--- config.mk ---
export PLATFORM = sky130hd
export DESIGN_NAME = conquest_vector_player
export DESIGN_NICKNAME = d
export VERILOG_FILES = /design/src/rtl/conquest_vector_player.sv
export SDC_FILE = /design/constraint.sdc
export NUM_CORES = 1
export LEC_CHECK = 0
export ABC_AREA = 1
export CAP_MARGIN = 20
export CORE_ASPECT_RATIO = 0.7
export CORE_MARGIN = 2
export CORE_UTILIZATION = 39
export DETAILED_ROUTE_END_ITERATION = 8
export HOLD_SLACK_MARGIN = 0.12
export PLACE_DENSITY_LB_ADDON = 0.15
export SLEW_MARGIN = 20
export SYNTH_ARGS = -nofsm -noshare
export SYNTH_HDL_FRONTEND = slang
export SYNTH_SLANG_ARGS = --single-unit
export TNS_END_PERCENT = 20
--- constraint.sdc ---
create_clock -name sys_clk -period 2.85 [get_ports sys_clk]
set_clock_uncertainty 0.05 [all_clocks]
set_input_delay 0.7125 -clock sys_clk [delete_from_list [all_inputs] [get_ports sys_clk]]
set_output_delay 0.7125 -clock sys_clk [all_outputs]
set_load 0.03 [all_outputs]
--- src/rtl/conquest_vector_player.sv ---
// Stimulus vector sequencer: replays a loaded program of vectors, each held
// for a per-entry count, with loop mode, wrap counter and mid-run abort.
//
// Ports:
//   sys_clk, sys_rst        clock, async active-high reset
//   load_en/addr/data/hold  program entry write (any state)
//   start, stop, loop_en    playback control
//   last_addr               final program entry, latched at start
//   vec_out, vec_valid, pc  registered playback outputs
//   loop_cnt                completed wraps, saturating
//   done                    one-cycle pulse on normal completion
module conquest_vector_player #(
  parameter int VEC_W  = 10,
  parameter int ADDR_W = 4,
  parameter int HOLD_W = 8
) (
  input  logic              sys_clk,
  input  logic              sys_rst,
  input  logic              load_en,
  input  logic [ADDR_W-1:0] load_addr,
  input  logic [VEC_W-1:0]  load_data,
  input  logic [HOLD_W-1:0] load_hold,
  input  logic              start,
  input  logic              stop,
  input  logic              loop_en,
  input  logic [ADDR_W-1:0] last_addr,
  output logic [VEC_W-1:0]  vec_out,
  output logic              vec_valid,
  output logic [ADDR_W-1:0] pc,
  output logic [7:0]        loop_cnt,
  output logic              done
);

  localparam int DEPTH = 2 ** ADDR_W;

  typedef enum logic {IDLE, RUN} state_t;

  state_t state, state_n;

  logic [VEC_W-1:0]  mem_vec  [DEPTH];
  logic [HOLD_W-1:0] mem_hold [DEPTH];

  logic [HOLD_W-1:0] hold_cnt, hold_n;
  logic [ADDR_W-1:0] last_q, last_n;
  logic [ADDR_W-1:0] pc_n, pc_inc;
  logic [VEC_W-1:0]  vec_n;
  logic [7:0]        loop_n;
  logic              valid_n;
  logic              done_n;

  // Program storage is deliberately not reset so it survives sys_rst.
  always_ff @(posedge sys_clk) begin
    if (load_en) begin
      mem_vec[load_addr]  <= load_data;
      mem_hold[load_addr] <= load_hold;
    end
  end

  always_ff @(posedge sys_clk or posedge sys_rst) begin
    if (sys_rst) begin
      state     <= IDLE;
      vec_out   <= '0;
      vec_valid <= 1'b0;
      pc        <= '0;
      loop_cnt  <= '0;
      done      <= 1'b0;
      hold_cnt  <= '0;
      last_q    <= '0;
    end else begin
      state     <= state_n;
      vec_out   <= vec_n;
      vec_valid <= valid_n;
      pc        <= pc_n;
      loop_cnt  <= loop_n;
      done      <= done_n;
      hold_cnt  <= hold_n;
      last_q    <= last_n;
    end
  end

  assign pc_inc = pc + 1'b1;

  always_comb begin
    state_n = state;
    vec_n   = vec_out;
    valid_n = vec_valid;
    pc_n    = pc;
    loop_n  = loop_cnt;
    done_n  = 1'b0;
    hold_n  = hold_cnt;
    last_n  = last_q;
    unique case (state)
      IDLE: begin
        if (start && !stop) begin
          state_n = RUN;
          last_n  = last_addr;
          pc_n    = '0;
          vec_n   = mem_vec[0];
          hold_n  = mem_hold[0];
          valid_n = 1'b1;
          loop_n  = '0;
        end
      end
      RUN: begin
        if (stop) begin
          state_n = IDLE;
          valid_n = 1'b0;
        end else if (hold_cnt != '0) begin
          hold_n = hold_cnt - 1'b1;
        end else if (pc != last_q) begin
          pc_n   = pc_inc;
          vec_n  = mem_vec[pc_inc];
          hold_n = mem_hold[pc_inc];
        end else if (loop_en) begin
          pc_n   = '0;
          vec_n  = mem_vec[0];
          hold_n = mem_hold[0];
          if (loop_cnt != 8'hFF) loop_n = loop_cnt + 8'd1;
        end else begin
          state_n = IDLE;
          valid_n = 1'b0;
          done_n  = 1'b1;
        end
      end
      default: state_n = IDLE;
    endcase
  end

endmodule
==> flow_summary.yaml, run 1 <==
power_and_ir_drop:
  finalPower_w: 0.0127
  leakage_nw: 5.85
  ir_worst_vdd_v: 0.000456
  p_per_area_nw_per_um2: 781
yosys:
  synth_edf_count: 288
  netlist_instances: 1227
  synth_flop_cell: "edfxtp_1"
  yosysTopAreaCellShare: 0.623
  yosysUniqueCellTypes: 45
  synth_fp_nets: 1263
  synth_area_um2: 13900
  synthArstFlopShare: 0.114
  syn_avg_cell_area_um2: 11.3
  ys_seq_elements: 325
  synth_top_cell_by_area: "edfxtp_1"
  yosysSeqAreaShare: 0.690
  ys.warnings.count: 0
  synth_area_leaders: "edfxtp_1 62%, nor2_1 6.9%, dfrtp_1 6.7%, nand2_1 4.7%, nand3_1 3.8%"
route:
  drc: 0
  vias: 9276
  drt_first_iter_violations: 879
  routed_wl_um: 35700
  first_pass_iters: 5
  ant_nets: 0
  drt-vias-per-instance: 5.18
  routedWlPerCell_um: 19.9
worst_setup_path:
  crit_family: "buffers and inverters"
  path_class: "reg -> out"
  path_cells: "clkdlybuf4s50_1"
  critical_path_required_ns: 2.09
  critPathBufInv: 1
  cp_slowest_stage_delay_ns: 0.74
  critPathArrivalTime_ns: 1.85
  cp-end-kind: "output port"
  cp_max_fo: 6
  slowest_stage: "clkdlybuf4s50_1"
  startpoint_type: "flip-flop"
final_layout:
  nets: 1331
  nFillCells: 3175
  drive_gt1_frac: 0.108
  area_growth_pct: 16.9
  diodes: 0
cts:
  post_cts_buffers: 0
  clk_latency_ns: 0.57
  clkSlewWorstSetupHoldPaths_ns: 0.07
  cts_sinks: 325
  holdBufCountCts: 0
  root_buffer: "clkbuf_16"
  tritoncts: "yes"
  cts_made_buffers: 31
  htree_levels: 1
  cts_buffer_depth: 3
timing:
  final.period_utilization: 0.917
  finalMaxSlewViolations: 0
  fmax_mhz: 383
  tightest_slew_ns: 0.778
  finalSetupViolations: 0
  rsz0062_at_grt: "no"
  fin_tns_setup_ns: 0
  layout_min_cycle_time_ns: 2.61
  relSlewSlack: 0.478
  hold_viol: 0
global_route:
  grt-busiest-layer: "met1"
  grt_pass1_wl_um: 54600
  grt-ovfl-total: 0
  grt_use_total: 0.194
  grt_max_degree: 102
  use_met2: 0.264
  use_met1: 0.318
  grt_pass1_vias: 8728
  antenna_found_initial: 0
  met3_usage: 0.0376
floorplanning:
  start_util: 0.398
  core_region_area_um2: 34900
  fp.dieH_um: 162
  die_area_um2: 37100
  die_x_um: 229
  ios: 56
  rows: 57
placed_design:
  port_buffers: 55
  gp_congestion: 0.782
  dp_hpwl_um: 22200
hold_path:
  hold_path.class: "reg -> reg"
status:
  outcome: "completed"
flow_run:
  drv_cap: 0
synthesized netlist by cell type, types with 6 or more instances:
library cell	instances
o21ai_0	105
o211ai_1	45
edfxtp_1	288
a21oi_1	16
nor2_1	254
inv_1	53
clkbuf_1	22
nand2_1	175
xor2_1	6
dfrtp_1	37
buf_4	9
o21ai_1	26
nand3_1	106
inv_2	6
buf_2	24
final timing paths:
path | startpoint | to | slack [ns] | cells past startpoint
max | pc[2] | pc[2] | 0.24 | 1
min | hold_cnt[1] | hold_cnt[1] | 0.44 | 2
max reg2reg | pc[0] | vec_out[9] | 0.48 | 10
min reg2reg | hold_cnt[1] | hold_cnt[1] | 0.44 | 2
max in group asynchronous | sys_rst | pc[0] | 1.75 | 3
min in group asynchronous | sys_rst | done | 0.45 | 2
through the flow:
step                hold WS (ns)   util  worst slack (ns)  area (µm²)  instances
floorplan                  0.399      -             0.712       13900       1227
global placement           0.418  0.437             0.341       15200       1734
detailed placement         0.425  0.437             0.266       15200       1734
CTS                        0.441  0.465            0.0298       16200       1792
global route               0.471  0.465             0.174       16200       1792
finish                     0.443  0.465             0.237       16200       1792
cell usage in the layout (no fill, tap or decap), types with 2 or more instances in the layout:
master / Yosys / layout
nor2_1: 254 / 238
nand3b_1: 2 / 2
nand2_2: 5 / 5
a21oi_1: 16 / 16
bufinv_16: 0 / 2
or2_2: 2 / 2
clkinvlp_4: 0 / 5
edfxtp_1: 288 / 288
nand2_1: 175 / 175
nand3_4: 2 / 2
xnor2_1: 3 / 3
ha_1: 4 / 3
nor2_4: 2 / 2
buf_4: 9 / 31
inv_4: 1 / 2
nor2_8: 2 / 2
nand3_1: 106 / 106
xor2_1: 6 / 6
o211ai_1: 45 / 45
inv_1: 53 / 52
clkinv_2: 0 / 9
o21ai_0: 105 / 105
o22ai_1: 2 / 2
clkbuf_1: 22 / 2
dfrtp_1: 37 / 35
nor3_1: 2 / 2
clkbuf_16: 0 / 31
clkdlybuf4s50_1: 0 / 54
o21ai_1: 26 / 26
xor2_4: 1 / 2
nor2_2: 2 / 18
buf_12: 0 / 12
inv_2: 6 / 5
or2_1: 3 / 3
clkinv_1: 0 / 8
per-layer routing:
metal,up-vias,share of wire
met5,-,0
met4,0,0.013
li1,4409,-
met2,245,0.41
met3,33,0.064
met1,4589,0.52
where the power goes:
group	internal [W]	total, W	switching [W]
combinational	0.00103	0.00303	0.00199
clock	0.00217	0.00399	0.00182
sequential	0.00545	0.00565	0.000203
flip-flops by register name (all words and copies together) (netlist names):
register and cells:
mem_vec 160, mem_hold 128, vec_out 10, hold_cnt 8, loop_cnt 8, last_q 4
pc 4, done 1, state 1, vec_valid 1
final cells by class:
cell class,instances,area [µm²],share of cell area
Inverter,60,230,0.0142
Sequential cell,325,9580,0.591
Clock buffer,33,783,0.0483
Tap cell,472,591,0.0364
Clock inverter,25,186,0.0115
Timing Repair Buffer,98,1020,0.0630
Multi-Input combinational cell,779,3830,0.236
kinds of logic (layout without fill, tap and decap cells):
family	count (synthesis)	in the layout	share of synthesized area
xor+xnor	12	12	0.0100
simple gates	565	565	0.176
fa+ha+maj	4	4	0.00361
flops	325	325	0.690
buf+inv	123	216	0.0397
compound gates	198	198	0.0812
what timing repair did:
item                                    CTS  global route
resized for setup                         1             1
hold endpoints to repair                  0             0
endpoints found under the setup margin    1             1
Power figures use the tool's default switching activity.
==> run 2: changes to the inputs <==
- ABC_AREA: 1 -> not set
==> run 2 against run 1 <==
Net effect: non-clock buffer count grew 4; global-route usage shrank 0.92 points; cell area shrank 3.9%; sequential power shrank 3.7%; largest cell class unchanged.
==> flow_summary.yaml, run 2 <==
cts:
  clkSlewWorstSetupHoldPaths_ns: 0.06
  post_cts_buffers: 0
  root_buffer: "clkbuf_16"
  clk_latency_ns: 0.57
  tritoncts: "yes"
  cts_resized: 1
  cts_buffer_depth: 3
  holdBufCountCts: 0
  htree_levels: 1
  cts_sinks: 325
  cts_made_buffers: 31
final_layout:
  layout_commonest_cell: "edfxtp_1"
  diodes: 0
  largestRegisters: "mem_vec: 160 flops, mem_hold: 128 flops, vec_out: 10 flops"
  fin_cells: 1299
  area_growth_pct: 18.6
  final_area_um2: 15600
  drive_gt1_frac: 0.231
  layout_common_cells: "288 x edfxtp_1, 68 x mux4_2, 60 x nand2_1"
  largest_reg_flops: 160
  largest-register: "mem_vec"
  postLayoutCoreUtil: 0.468
  nets: 876
yosys:
  yosysUniqueCellTypes: 54
  netlist_instances: 737
  synth_fp_nets: 773
  ys.warnings.count: 0
  synth_flop_cell: "edfxtp_1"
  yosys-top-cells-count: "288 x edfxtp_1, 68 x mux4_2, 60 x nand2_1, 43 x nor2_1, 37 x dfrtp_1"
  synth_most_common_cell: "edfxtp_1"
  yosysSeqAreaShare: 0.728
  synth_area_um2: 13100
  ys_seq_elements: 325
  syn_avg_cell_area_um2: 17.8
  yosysTopAreaCellShare: 0.658
  synth_top_cell_by_area: "edfxtp_1"
  synth_edf_count: 288
  synthArstFlopShare: 0.114
  synth_area_leaders: "edfxtp_1 66%, mux4_2 12%, dfrtp_1 7.0%, nand2_1 1.7%, nor2_1 1.2%"
power_and_ir_drop:
  p_sw_frac: 0.221
  p_clk_frac: 0.383
  seq_power_share: 0.556
  intPower_w: 0.00762
  combPwrFrac: 0.061
  leakage_nw: 4.98
  power.switching_w: 0.00217
  p_per_area_nw_per_um2: 628
  ir_worst_vdd_v: 0.000387
worst_setup_path:
  path_class: "reg -> out"
  timing.rr.end: "vec_out[8]"
  cp-startpoint: "pc[2]"
  critPathBufInv: 1
  cp-end-kind: "output port"
  critPathCapture: "pc[2]"
  path_cells: "clkdlybuf4s50_1"
  reg2reg_from: "pc[0]"
  slowest_stage: "clkdlybuf4s50_1"
  r2r_slack_ns: 0.19
  crit_family: "buffers and inverters"
  cp_max_fo: 7
  critical_path_required_ns: 2.09
  cp_slowest_stage_delay_ns: 0.76
  critPathArrivalTime_ns: 1.93
  startpoint_type: "flip-flop"
  r2r_cells: 6
  path_depth: 1
global_route:
  antenna_found_initial: 0
  grt-ovfl-total: 0
  grt_max_degree: 49
  grt_pass1_vias: 7432
  grt_pass1_wl_um: 47500
  grt_use_total: 0.184
floorplanning:
  start_util: 0.394
  die_x_um: 223
  die_area_um2: 35200
  fp.dieH_um: 158
  rows: 56
  core_region_area_um2: 33400
  ios: 56
placed_design:
  gp_congestion: 0.812
  port_buffers: 55
  dp_hpwl_um: 19800
  place_area_um2: 14700
  place_inst: 1242
timing:
  rsz0062_at_grt: "yes"
  fmax_mhz: 371
  tightest_slew_ns: 0.718
  hold_slack_ns: 0.464
  finalMaxSlewViolations: 0
  hold_viol: 0
  finalSetupViolations: 0
  relSlewSlack: 0.521
  final.period_utilization: 0.945
  layout_min_cycle_time_ns: 2.69
route:
  vias: 7086
  ant_nets: 0
  drc: 0
  drt-vias-per-instance: 5.45
  routedWlPerCell_um: 24.2
  routed_wl_um: 31500
  drt_first_iter_violations: 732
  first_pass_iters: 5
status:
  outcome: "completed"
hold_path:
  min_from: "vec_out[8]"
  hold_path.class: "reg -> reg"
flow_run:
  drv_cap: 0
run 2: final cells by class:
type | instances | area (µm²)
well taps | 435 | 544
repair buffers | 102 | 1080
clock inverters | 17 | 81.3
flip-flops and latches | 325 | 9580
fillers | 2810 | 17800
inverters | 7 | 26.3
clock buffers | 40 | 830
multi-input cells | 373 | 3460
run 2: kinds of logic (layout without fill, tap and decap cells):
group / Yosys count / in the layout / share of synthesized area
compound gates: 89 / 89 / 0.0431
xor+xnor: 16 / 16 / 0.0112
flops: 325 / 325 / 0.728
fa+ha+maj: 4 / 4 / 0.00381
simple gates: 178 / 178 / 0.0665
buf+inv: 39 / 166 / 0.0166
mux: 86 / 86 / 0.131
run 2: how the worst min path moves through the flow:
stage | endpoint | slack [ns] | depth (start not counted)
final | vec_out[8] | 0.46 | 2
after global routing | vec_out[1] | 0.49 | 2
after CTS | vec_out[8] | 0.47 | 2
after detailed placement | vec_out[8] | 0.45 | 2
after global placement | vec_out[1] | 0.46 | 2
after floorplan | last_q[0] | 0.45 | 1
run 2: routing by layer:
metal,routed length (µm),global-route usage,vias up
li1,-,-,3147
met1,15000,0.272,3727
met2,14600,0.291,169
met3,1330,0.0317,43
met4,549,0.0368,0
met5,0,0,-
run 2: power groups by stage:
stage	combinational [W]	sequential, W	clock (W)
detailed placement	0.000603	0.00554	0
finish	0.000600	0.00544	0.00375
global route	0.000658	0.00546	0.00403
CTS	0.000606	0.00544	0.00384
floorplan	0.000250	0.00557	0
global placement	0.000595	0.00553	0
run 2: per-stage QoR:
step / setup TNS [ns] / power [W] / worst slack [ns]
floorplan: 0 / 0.00582 / 0.193
global placement: 0 / 0.00613 / 0.113
detailed placement: 0 / 0.00614 / 0.115
CTS: 0 / 0.00989 / 0.0921
global route: -0.00421 / 0.0101 / -0.00421
finish: 0 / 0.00979 / 0.158
